$ cat src/rtl/sensor_meas_scheduler.sv
// sensor_meas_scheduler
// Arbitrates the SR04 distance controller and the DHT11 controller so that at
// most one measurement is in flight. Button/UART requests and periodic (auto)
// requests are merged into one pending flag per sensor. Each measurement gets
// a start pulse, a bounded wait for its done pulse, and then a send pulse to
// the shared UART TX once the transmitter is free.
//
// Handshake protocol: every request, start, done and send signal is a
// single-cycle strobe with no back-pressure. The only flow control is
// tx_busy, a level: while it is high a completed result is held in SEND_x,
// and the send strobe fires on the first cycle tx_busy is low.
module sensor_meas_scheduler #(
  parameter int SR04_PERIOD_MS  = 100,
  parameter int DHT_PERIOD_MS   = 2000,
  parameter int SR04_TIMEOUT_US = 30000,
  parameter int DHT_TIMEOUT_MS  = 50
) (
  input  logic       clk,
  input  logic       rst,
  input  logic       i_tick_1us,
  input  logic       auto_en,
  input  logic       req_dist,
  input  logic       req_dht,
  input  logic       dist_done,
  input  logic       dht_done,
  input  logic       tx_busy,
  output logic       o_sr04_start,
  output logic       o_dht_start,
  output logic       o_send_dist,
  output logic       o_send_dht,
  output logic       o_err_sr04,
  output logic       o_err_dht,
  output logic       o_busy,
  output logic [2:0] dbg_state
);

  localparam int US_PER_MS = 1000;
  localparam int SP_W      = (SR04_PERIOD_MS > 1) ? $clog2(SR04_PERIOD_MS) : 1;
  localparam int DP_W      = (DHT_PERIOD_MS > 1) ? $clog2(DHT_PERIOD_MS) : 1;
  localparam int TO_MAX    = (SR04_TIMEOUT_US > DHT_TIMEOUT_MS) ? SR04_TIMEOUT_US : DHT_TIMEOUT_MS;
  localparam int TO_W      = $clog2(TO_MAX + 1);

  localparam logic [9:0]      US_LAST          = 10'(US_PER_MS - 1);
  localparam logic [SP_W-1:0] SR04_PERIOD_LAST = SP_W'(SR04_PERIOD_MS - 1);
  localparam logic [DP_W-1:0] DHT_PERIOD_LAST  = DP_W'(DHT_PERIOD_MS - 1);
  // The timeout fires on the tick that would make the counter reach TIMEOUT.
  localparam logic [TO_W-1:0] SR04_TO_LAST     = TO_W'(SR04_TIMEOUT_US - 1);
  localparam logic [TO_W-1:0] DHT_TO_LAST      = TO_W'(DHT_TIMEOUT_MS - 1);

  typedef enum logic [2:0] {
    IDLE      = 3'd0,
    RUN_DIST  = 3'd1,
    RUN_DHT   = 3'd2,
    SEND_DIST = 3'd3,
    SEND_DHT  = 3'd4
  } state_t;

  // last_srv encoding: 0 = SR04 served last, 1 = DHT11 served last
  localparam logic SRV_SR04 = 1'b0;
  localparam logic SRV_DHT  = 1'b1;

  state_t          state;
  logic [9:0]      us_cnt;
  logic            ms_tick;
  logic [SP_W-1:0] sr04_per_cnt;
  logic [DP_W-1:0] dht_per_cnt;
  logic            auto_dist;
  logic            auto_dht;
  logic            pend_dist;
  logic            pend_dht;
  logic            last_srv;
  logic            serve_dist;
  logic            serve_dht;
  logic            launch_dist;
  logic            launch_dht;
  logic [TO_W-1:0] to_cnt;

  // ms tick: one strobe on every 1000th microsecond tick
  assign ms_tick = i_tick_1us && (us_cnt == US_LAST);

  // Free-running microsecond divider producing the ms tick
  always_ff @(posedge clk) begin
    if (rst) begin
      us_cnt <= '0;
    end else if (i_tick_1us) begin
      if (us_cnt == US_LAST) us_cnt <= '0;
      else                   us_cnt <= us_cnt + 10'd1;
    end
  end

  // Periodic launch requests; counters are parked at 0 while auto mode is off
  assign auto_dist = auto_en && ms_tick && (sr04_per_cnt == SR04_PERIOD_LAST);
  assign auto_dht  = auto_en && ms_tick && (dht_per_cnt == DHT_PERIOD_LAST);

  // Per-sensor auto period counters
  always_ff @(posedge clk) begin
    if (rst || !auto_en) begin
      sr04_per_cnt <= '0;
      dht_per_cnt  <= '0;
    end else if (ms_tick) begin
      if (sr04_per_cnt == SR04_PERIOD_LAST) sr04_per_cnt <= '0;
      else                                   sr04_per_cnt <= sr04_per_cnt + SP_W'(1);
      if (dht_per_cnt == DHT_PERIOD_LAST)   dht_per_cnt <= '0;
      else                                   dht_per_cnt <= dht_per_cnt + DP_W'(1);
    end
  end

  // Arbitration: a lone pending sensor wins; with both pending, alternate
  assign serve_dist  = pend_dist && (!pend_dht || (last_srv == SRV_DHT));
  assign serve_dht   = pend_dht && !serve_dist;
  assign launch_dist = (state == IDLE) && serve_dist;
  assign launch_dht  = (state == IDLE) && serve_dht;

  // Pending flags: set by any request source, cleared on launch. A request on
  // the launch cycle re-arms the flag so the sensor is measured again.
  always_ff @(posedge clk) begin
    if (rst) begin
      pend_dist <= 1'b0;
      pend_dht  <= 1'b0;
    end else begin
      pend_dist <= (pend_dist && !launch_dist) || req_dist || auto_dist;
      pend_dht  <= (pend_dht && !launch_dht) || req_dht || auto_dht;
    end
  end

  // Measurement sequencer with registered start/send strobes and error flags
  always_ff @(posedge clk) begin
    if (rst) begin
      state        <= IDLE;
      last_srv     <= SRV_SR04;
      to_cnt       <= '0;
      o_sr04_start <= 1'b0;
      o_dht_start  <= 1'b0;
      o_send_dist  <= 1'b0;
      o_send_dht   <= 1'b0;
      o_err_sr04   <= 1'b0;
      o_err_dht    <= 1'b0;
    end else begin
      o_sr04_start <= 1'b0;
      o_dht_start  <= 1'b0;
      o_send_dist  <= 1'b0;
      o_send_dht   <= 1'b0;
      case (state)
        IDLE: begin
          if (serve_dist) begin
            state        <= RUN_DIST;
            last_srv     <= SRV_SR04;
            to_cnt       <= '0;
            o_sr04_start <= 1'b1;
          end else if (serve_dht) begin
            state       <= RUN_DHT;
            last_srv    <= SRV_DHT;
            to_cnt      <= '0;
            o_dht_start <= 1'b1;
          end
        end
        RUN_DIST: begin
          // done has priority over a coincident timeout
          if (dist_done) begin
            state      <= SEND_DIST;
            o_err_sr04 <= 1'b0;
          end else if (i_tick_1us) begin
            if (to_cnt == SR04_TO_LAST) begin
              state      <= IDLE;
              o_err_sr04 <= 1'b1;
            end else begin
              to_cnt <= to_cnt + TO_W'(1);
            end
          end
        end
        RUN_DHT: begin
          if (dht_done) begin
            state     <= SEND_DHT;
            o_err_dht <= 1'b0;
          end else if (ms_tick) begin
            if (to_cnt == DHT_TO_LAST) begin
              state     <= IDLE;
              o_err_dht <= 1'b1;
            end else begin
              to_cnt <= to_cnt + TO_W'(1);
            end
          end
        end
        SEND_DIST: begin
          if (!tx_busy) begin
            state       <= IDLE;
            o_send_dist <= 1'b1;
          end
        end
        SEND_DHT: begin
          if (!tx_busy) begin
            state      <= IDLE;
            o_send_dht <= 1'b1;
          end
        end
        default: state <= IDLE;
      endcase
    end
  end

  assign o_busy    = (state != IDLE);
  assign dbg_state = state;

endmodule

$ cat config.mk
export PLATFORM = sky130hd
export DESIGN_NAME = sensor_meas_scheduler
export DESIGN_NICKNAME = d
export VERILOG_FILES = /design/src/rtl/sensor_meas_scheduler.sv
export SDC_FILE = /design/constraint.sdc
export NUM_CORES = 1
export LEC_CHECK = 0
export BUFFER_PORTS_ARGS = -buffer_cell sky130_fd_sc_hd__buf_2
export CORE_AREA = 2 2 101 103
export DETAILED_ROUTE_END_ITERATION = 6
export DIE_AREA = 0 0 103 105
export HOLD_SLACK_MARGIN = 0.15
export PLACE_DENSITY = 0.48
export SLEW_MARGIN = 10
export SYNTH_ARGS = -nofsm -noshare
export SYNTH_HDL_FRONTEND = slang
export SYNTH_SLANG_ARGS = --single-unit
export TNS_END_PERCENT = 50
$ cat constraint.sdc
create_clock -name clk -period 2 [get_ports clk]
set_input_delay 0.3 -clock clk [delete_from_list [all_inputs] [get_ports clk]]
set_output_delay 0.3 -clock clk [all_outputs]
set_load 0.01 [all_outputs]
==> metrics.md, run 1 <==
| Metric | Value |
|---|---|
| Setup CP Type | `reg -> reg` |
| Worst setup margin | `-0.02009 ns` |
| Largest net degree at the start of global routing | `22` |
| Inserted Clock Buffers | `5` |
| Post-synth top area share | `38.66%` |
| Row count | `36` |
| Die height | `105 µm` |
| Worst Path Arrival | `2.23 ns` |
| Fin cells | `516` |
| Drt drc | `0` |
| DPL Wire Length | `4716 µm` |
| WHS | `0.2183 ns` |
| Worst slew pin tran | `0.4085 ns` |
| Yosys cell types | `53` |
| Area leader, netlist | `dfxtp_1` |
| Initial antenna violation count | `0` |
| DRT Pass-1 Iters | `4` |
| Final hold violations | `0` |
| Area taken by multi-input logic gates | `0.001737 mm²` |
| GRT Overall Usage | `13.34%` |
| Placement Setup Slack | `-0.1910 ns` |
| FFs w/ async S/R, synth | `0%` |
| CTS tree | `yes` |
| Port-buffer cells | `18` |
| Seq/Total Area, Yosys | `38.66%` |
| Share of cells above drive strength 1 | `27.42%` |
| Crit path launch type | `flip-flop` |
| Seq cells post-synth | `55` |
| Starting Density | `29.54%` |
| Clock tree buffer depth | `2` |
| Mapped Cells | `332` |
| Final WL | `7036 µm` |
| Area contributors post-synth | `dfxtp_1 (39%), xor2_1 (6.2%), nor2_1 (5.7%)` |
| Syn_area_per_cell | `8.578 µm²` |
| Routed WL per cell | `13.64 µm` |
| Initial DRC count | `152` |
| Failing checks | `negative setup slack` |
| Leakage dissipation | `1.397 nW` |
| Worst slew margin | `72.76%` |
| Root buf cell | `clkbuf_8` |
| Reg area | `0.001115 mm²` |
| Hold Path Class | `in -> reg` |
| Post-synth EDFFs | `0` |
| Max-slew violation count | `0` |
| Max Cap Viol | `0` |
| Final nets | `396` |
| Fill count | `1010` |
| Sink Count | `55` |
| Final Skew | `0.01439 ns` |
| First-pass GRT wire length | `11800 µm` |
| Gr ovfl total | `0` |
| Clk_lat worst skew | `0.32 ns` |
| Vias | `2551` |
| Die area | `0.01082 mm²` |
| Top-level port count | `19` |
| CP max FO | `5` |
| Syn Nets | `346` |
| Die X | `103 µm` |
| CTS clk-pin slew, worst paths | `0.12 ns` |
| Peak supply drop | `415.4 µV` |
| Via density | `4.944` |
| Ys Warns | `0` |
| Final instance area | `0.003606 mm²` |
| Final min period | `2.020 ns` |
| Ant diodes | `0` |
| RSZ-0062 raised after global routing | `yes` |
| Placed Area | `0.003304 mm²` |
| DRT antenna net count | `0` |
| Fmax | `495.0 MHz` |
| Final Util | `37.41%` |
| Global placement routability congestion | `0.7519` |
| Cell count after placement | `501` |
| H-tree level count | `2` |
| Core area | `0.009639 mm²` |
| Pwr dens | `852.8 mW/mm²` |
| Syn-to-layout area delta | `26.63%` |
| Worst Setup End Kind | `flip-flop` |
| Ys flop type | `dfxtp_1` |
| Status | `finished, violations left` |
| Vias in the first global route | `2497` |
| Final period util | `101.0%` |
| WP data required | `2.21 ns` |
| Endpoints failing setup | `1` |
| Mapped cell area | `0.002848 mm²` |
worst paths after layout:
check                            startpoint                     end  slack (ns)  cells after the start
setup reg to reg  dbg_state[1]$_SDFFE_PP0P_  to_cnt[2]$_SDFFE_PP0P_       -0.02                      6
setup / recovery  dbg_state[1]$_SDFFE_PP0P_  to_cnt[2]$_SDFFE_PP0P_       -0.02                      6
hold / removal                      tx_busy   o_send_dht$_SDFF_PP0_        0.22                      2
hold reg to reg      us_cnt[9]$_SDFFE_PP0P_  us_cnt[9]$_SDFFE_PP0P_        0.51                      2
power breakdown:
| group | switching [mW] | leakage [nW] | internal (mW) | total (mW) |
|---|---|---|---|---|
| Combinational | 0.701 | 0.902 | 0.506 | 1.21 |
| Sequential | 0.0472 | 0.449 | 1.15 | 1.20 |
| Clock | 0.414 | 0.0452 | 0.257 | 0.671 |
| Total | 1.16 | 1.40 | 1.91 | 3.08 |
cell type report:
cell class | instances | area share (%)
multi-input cells | 244 | 48.16
flip-flops and latches | 55 | 30.92
repair buffers | 65 | 12.56
well taps | 133 | 4.615
clock buffers | 5 | 1.908
inverters | 11 | 1.145
clock inverters | 3 | 0.6940
synthesized netlist by cell type, types with 3 or more instances:
library cell,instances
dfxtp_1,55
nor2_1,43
nand2_1,22
xor2_1,20
nand4_1,16
clkbuf_1,13
nand3_1,12
inv_1,11
a21oi_1,9
and3_1,8
a31oi_1,7
o311ai_0,7
and4_1,6
nor3_1,6
a211oi_1,5
buf_2,5
ha_1,5
o21ai_1,5
o311ai_1,5
xnor2_1,5
o31ai_1,4
o41ai_2,4
nand2b_1,3
nor2b_1,3
nor3b_1,3
nor4_1,3
nor4b_1,3
o21ai_0,3
or2_2,3
or3_1,3
or4_1,3
kinds of logic (layout without fill, tap and decap cells):
| logic type | count (synthesis) | in the layout | synth area share (%) |
|---|---|---|---|
| AO/OA/AOI/OAI | 61 | 61 | 16.39 |
| XOR/XNOR | 25 | 25 | 7.689 |
| adder cells (fa/ha/maj) | 5 | 5 | 2.197 |
| buffers and inverters | 33 | 84 | 4.965 |
| flip-flops | 55 | 55 | 38.66 |
| multiplexers | 2 | 2 | 0.7030 |
| AND/OR/NAND/NOR | 151 | 151 | 29.39 |
routing by layer:
metal | up-vias | part of all wire, % | global-route usage (%)
li1 | 1315 | - | -
met1 | 1185 | 51 | 18.57
met2 | 43 | 44 | 20.32
met3 | 8 | 3.4 | 2.809
met4 | 0 | 1.8 | 4.417
met5 | - | 0 | 0
cell usage in the layout, fill, tap and decap left out, types with 6 or more instances in the layout:
cell / instances
nor2_1: 43
nand3_1: 12
buf_4: 41
and3_1: 8
and4_1: 6
dfxtp_1: 46
o311ai_0: 6
inv_1: 11
nand4_1: 16
a31oi_1: 7
xor2_1: 20
a21oi_1: 7
dfxtp_2: 8
nand2_1: 22
nor3_1: 6
buf_2: 20
state kept, by name, summed over array words and instances, names as in the netlist, 3 cells and up:
name          count
to_cnt           15
dht_per_cnt      11
us_cnt           10
sr04_per_cnt      7
dbg_state         3
metrics by stage:
step | power (mW) | setup TNS [ns]
5_1_grt | 3.269 | -1.116
2_1_floorplan | 1.869 | 0
3_3_place_gp | 2.231 | -0.8037
4_1_cts | 2.976 | -0.1834
6_report | 3.075 | -0.02009
3_5_place_dp | 2.234 | -1.178
what timing repair did:
| action | 4_1_cts | 5_1_grt |
|---|---|---|
| gates resized for setup | 12 | 25 |
| hold buffers | 0 | 0 |
| buffers inserted | 0 | 4 |
| pin swaps | 5 | 11 |
| gates cloned | 1 | 2 |
| setup endpoints to repair | 11 | 29 |
critical path: stages (launching register included):
cell	delay [ns]
dfxtp_2	0.33
or3b_1	0.37
a211o_1	0.27
a21o_1	0.17
or3_4	0.40
buf_6	0.15
o41ai_4	0.22
No activity file was read; power rests on OpenSTA's default activity.
==> run 2, diff against run 1 <==
- ABC_AREA: unset -> 1
- CORE_AREA: 2 2 101 103 -> 2 2 107 109
- DIE_AREA: 0 0 103 105 -> 0 0 109 111
==> metrics.md, run 2 <==
| Metric | Value |
|---|---|
| Area leader, netlist | `dfxtp_1` |
| DPL Wire Length | `5896 µm` |
| Commonest cells post-synth | `nand2_1 (110), nor2_1 (87), inv_1 (59), dfxtp_1 (55)` |
| Crit path launch type | `flip-flop` |
| Post-synth top area share | `34.36%` |
| CP dominant cell by count | `nor2_8` |
| Post-CTS Setup Repair Bufs | `0` |
| Ys flop type | `dfxtp_1` |
| DRT Pass-1 Iters | `4` |
| Post-synth EDFFs | `0` |
| Cell count after placement | `652` |
| Drt drc | `0` |
| Sequential share of power | `38.7%` |
| Max-slew violation count | `0` |
| Worst slew pin tran | `0.4344 ns` |
| Gr ovfl total | `0` |
| Ant diodes | `0` |
| Global placement routability congestion | `0.7963` |
| Routed WL per cell | `11.99 µm` |
| CTS tree | `yes` |
| Syn-to-layout area delta | `13.98%` |
| Net switching power | `1.176 mW` |
| Initial antenna violation count | `0` |
| Root buf cell | `clkbuf_16` |
| Mapped cell area | `0.003204 mm²` |
| Area contributors post-synth | `dfxtp_1 (34%), nand2_1 (13%), nor2_1 (10%)` |
| Core area | `0.01108 mm²` |
| Hold Path Class | `in -> reg` |
| Starting Density | `28.93%` |
| Setup CP Type | `reg -> reg` |
| Die X | `109 µm` |
| Worst slew margin | `70.82%` |
| Critical-path top delay cell | `dfxtp_1` |
| Die area | `0.01210 mm²` |
| H-tree level count | `2` |
| Initial DRC count | `175` |
| Vias | `3052` |
| Largest net degree at the start of global routing | `22` |
| Top-level port count | `19` |
| Max Cap Viol | `0` |
| First-pass GRT wire length | `13590 µm` |
| Worst path cell trace | `ha_1, nand2_1, nor2_8, inv_4, nor2_8, nand2_4, nand2_8, nand3_4, a21oi_1, nor2_1` |
| Peak supply drop | `407.7 µV` |
| Mapped Cells | `491` |
| Ys Warns | `0` |
| Biggest register | `to_cnt` |
| Vias in the first global route | `2843` |
| Xor/xnor share of the synthesized area | `1.913%` |
| Setup TNS | `0 ns` |
| Most common cell after layout, fill and taps aside | `nand2_1` |
| Sink Count | `55` |
| DRT antenna net count | `0` |
| Switching power share of the total | `36.25%` |
| Yosys cell types | `38` |
| Fin cells | `659` |
| Syn Nets | `505` |
| Final min period | `1.799 ns` |
| Final nets | `530` |
| Largest regs | `to_cnt x15, dht_per_cnt x11, us_cnt x10` |
| Adder-cell share of the synthesized area | `1.952%` |
| Pwr dens | `888.6 mW/mm²` |
| Commonest cells after routing, fill and taps aside | `nand2_1 (110), nor2_1 (86), inv_1 (59)` |
| GRT Overall Usage | `14.09%` |
| Pint | `2.069 mW` |
| CP max FO | `21` |
| Status | `completed` |
| Compound-Gate Fraction of Synth Area | `9.801%` |
| Final period util | `89.97%` |
| Slowest stage delay, CP | `0.35 ns` |
| Worst Setup End Kind | `flip-flop` |
| Inserted Clock Buffers | `5` |
| Clock tree buffer depth | `2` |
| Port-buffer cells | `18` |
| Via density | `4.631` |
| Share of cells above drive strength 1 | `11.63%` |
| Row count | `39` |
| Die height | `111 µm` |
| WP data required | `2.19 ns` |
| RSZ-0062 raised after global routing | `no` |
| Seq cells post-synth | `55` |
| Final WL | `7903 µm` |
| FFs w/ async S/R, synth | `0%` |
| Final hold violations | `0` |
| Worst Path Arrival | `1.99 ns` |
| Leakage dissipation | `1.493 nW` |
| Clk_lat worst skew | `0.30 ns` |
| Fmax | `555.7 MHz` |
| Final Skew | `0.009546 ns` |
| Synth Area in Simple Gates | `42.44%` |
| Largest register FFs | `15` |
| Syn_area_per_cell | `6.526 µm²` |
| Combinational Power Share | `30.1%` |
| Most common cell in the netlist | `nand2_1` |
| Largest family of logic cells by synthesized area | `simple AND/OR/NAND/NOR gates` |
| Endpoints failing setup | `0` |
| Mux share of post-synthesis cell area | `0%` |
| CTS clk-pin slew, worst paths | `0.07 ns` |
| Clock power frac | `31.2%` |
| Seq/Total Area, Yosys | `34.36%` |
run 2: cell count changes in the layout (fill, tap and decap cells not counted), moves of 19 or more:
| cell | change |
|---|---|
| inv_1 | +48 |
| nor2_1 | +43 |
| nor3_1 | +19 |
| nand2_1 | +88 |
| nand3_1 | +21 |
| buf_4 | -31 |
| a21oi_1 | +27 |
run 2: cell type report:
type                    count  area, µm²
fillers                  1183       7425
multi-input cells         363       1805
flip-flops and latches     55       1101
inverters                  63      239.0
well taps                 143      178.9
repair buffers             28      165.2
clock buffers               5      125.1
clock inverters             2      37.54
run 2: timing repair:
item | 4_1_cts | 5_1_grt
setup endpoints to repair | 0 | 4
endpoints found under the hold margin | 0 | 0
hold buffers | 0 | 0
gates resized for setup | 0 | 2
run 2: cells by family (layout without fill, tap and decap cells):
logic type,after synthesis,in the layout
and+or+nand+nor,294,294
xor gates and xnor gates,7,7
DFF,55,55
buffers and inverters,73,98
AOI/OAI and AO/OA,57,57
adders and majority gates,5,5
run 2: final timing paths:
kind | startpoint | endpoint | slack [ns] | depth (start not counted)
min reg2reg | sr04_per_cnt[6]$_SDFFE_PP0P_ | sr04_per_cnt[6]$_SDFFE_PP0P_ | 0.47 | 2
min | tx_busy | o_send_dht$_SDFF_PP0_ | 0.19 | 2
max | us_cnt[1]$_SDFFE_PP0P_ | to_cnt[0]$_SDFFE_PP0P_ | 0.20 | 10
max reg2reg | us_cnt[1]$_SDFFE_PP0P_ | to_cnt[0]$_SDFFE_PP0P_ | 0.20 | 10
run 2: routing by layer:
metal	share of wire [%]	track usage [%]	vias to the layer above
met5	0	0	-
met4	1.4	4.615	0
met3	3.9	2.763	7
met2	47	22.86	50
met1	48	18.53	1368
li1	-	-	1627
run 2: per-stage QoR:
stage / power [mW] / util [%] / area, µm² / hold WS, ns / setup slack, ns
final: 3.246 / 32.97 / 3652 / 0.1898 / 0.2005
after global routing: 3.457 / 32.97 / 3652 / 0.1848 / 0.008329
after CTS: 3.279 / 32.90 / 3645 / 0.1808 / 0.1614
after detailed placement: 2.258 / 31.44 / 3482 / 0.4591 / 0.1729
after global placement: 2.254 / 31.44 / 3482 / 0.4586 / 0.1814
after floorplan: 2.036 / - / 3204 / 0.3768 / 0.4309
run 2: worst max-delay path, delay by kind of cell (launching register included):
family                   cells  cell delay (ns)
buffers and inverters        1             0.06
AND/OR/NAND/NOR              7             0.90
adder cells (fa/ha/maj)      1             0.19
AO/OA/AOI/OAI                1             0.19
flip-flops                   1             0.35
run 2: power groups by stage:
stage,clock network (mW),logic (mW),registers [mW]
after floorplan,0,0.764,1.27
after global placement,0,0.974,1.28
after detailed placement,0,0.975,1.28
after CTS,1.04,0.980,1.26
after global routing,1.09,1.09,1.27
final,1.01,0.976,1.26
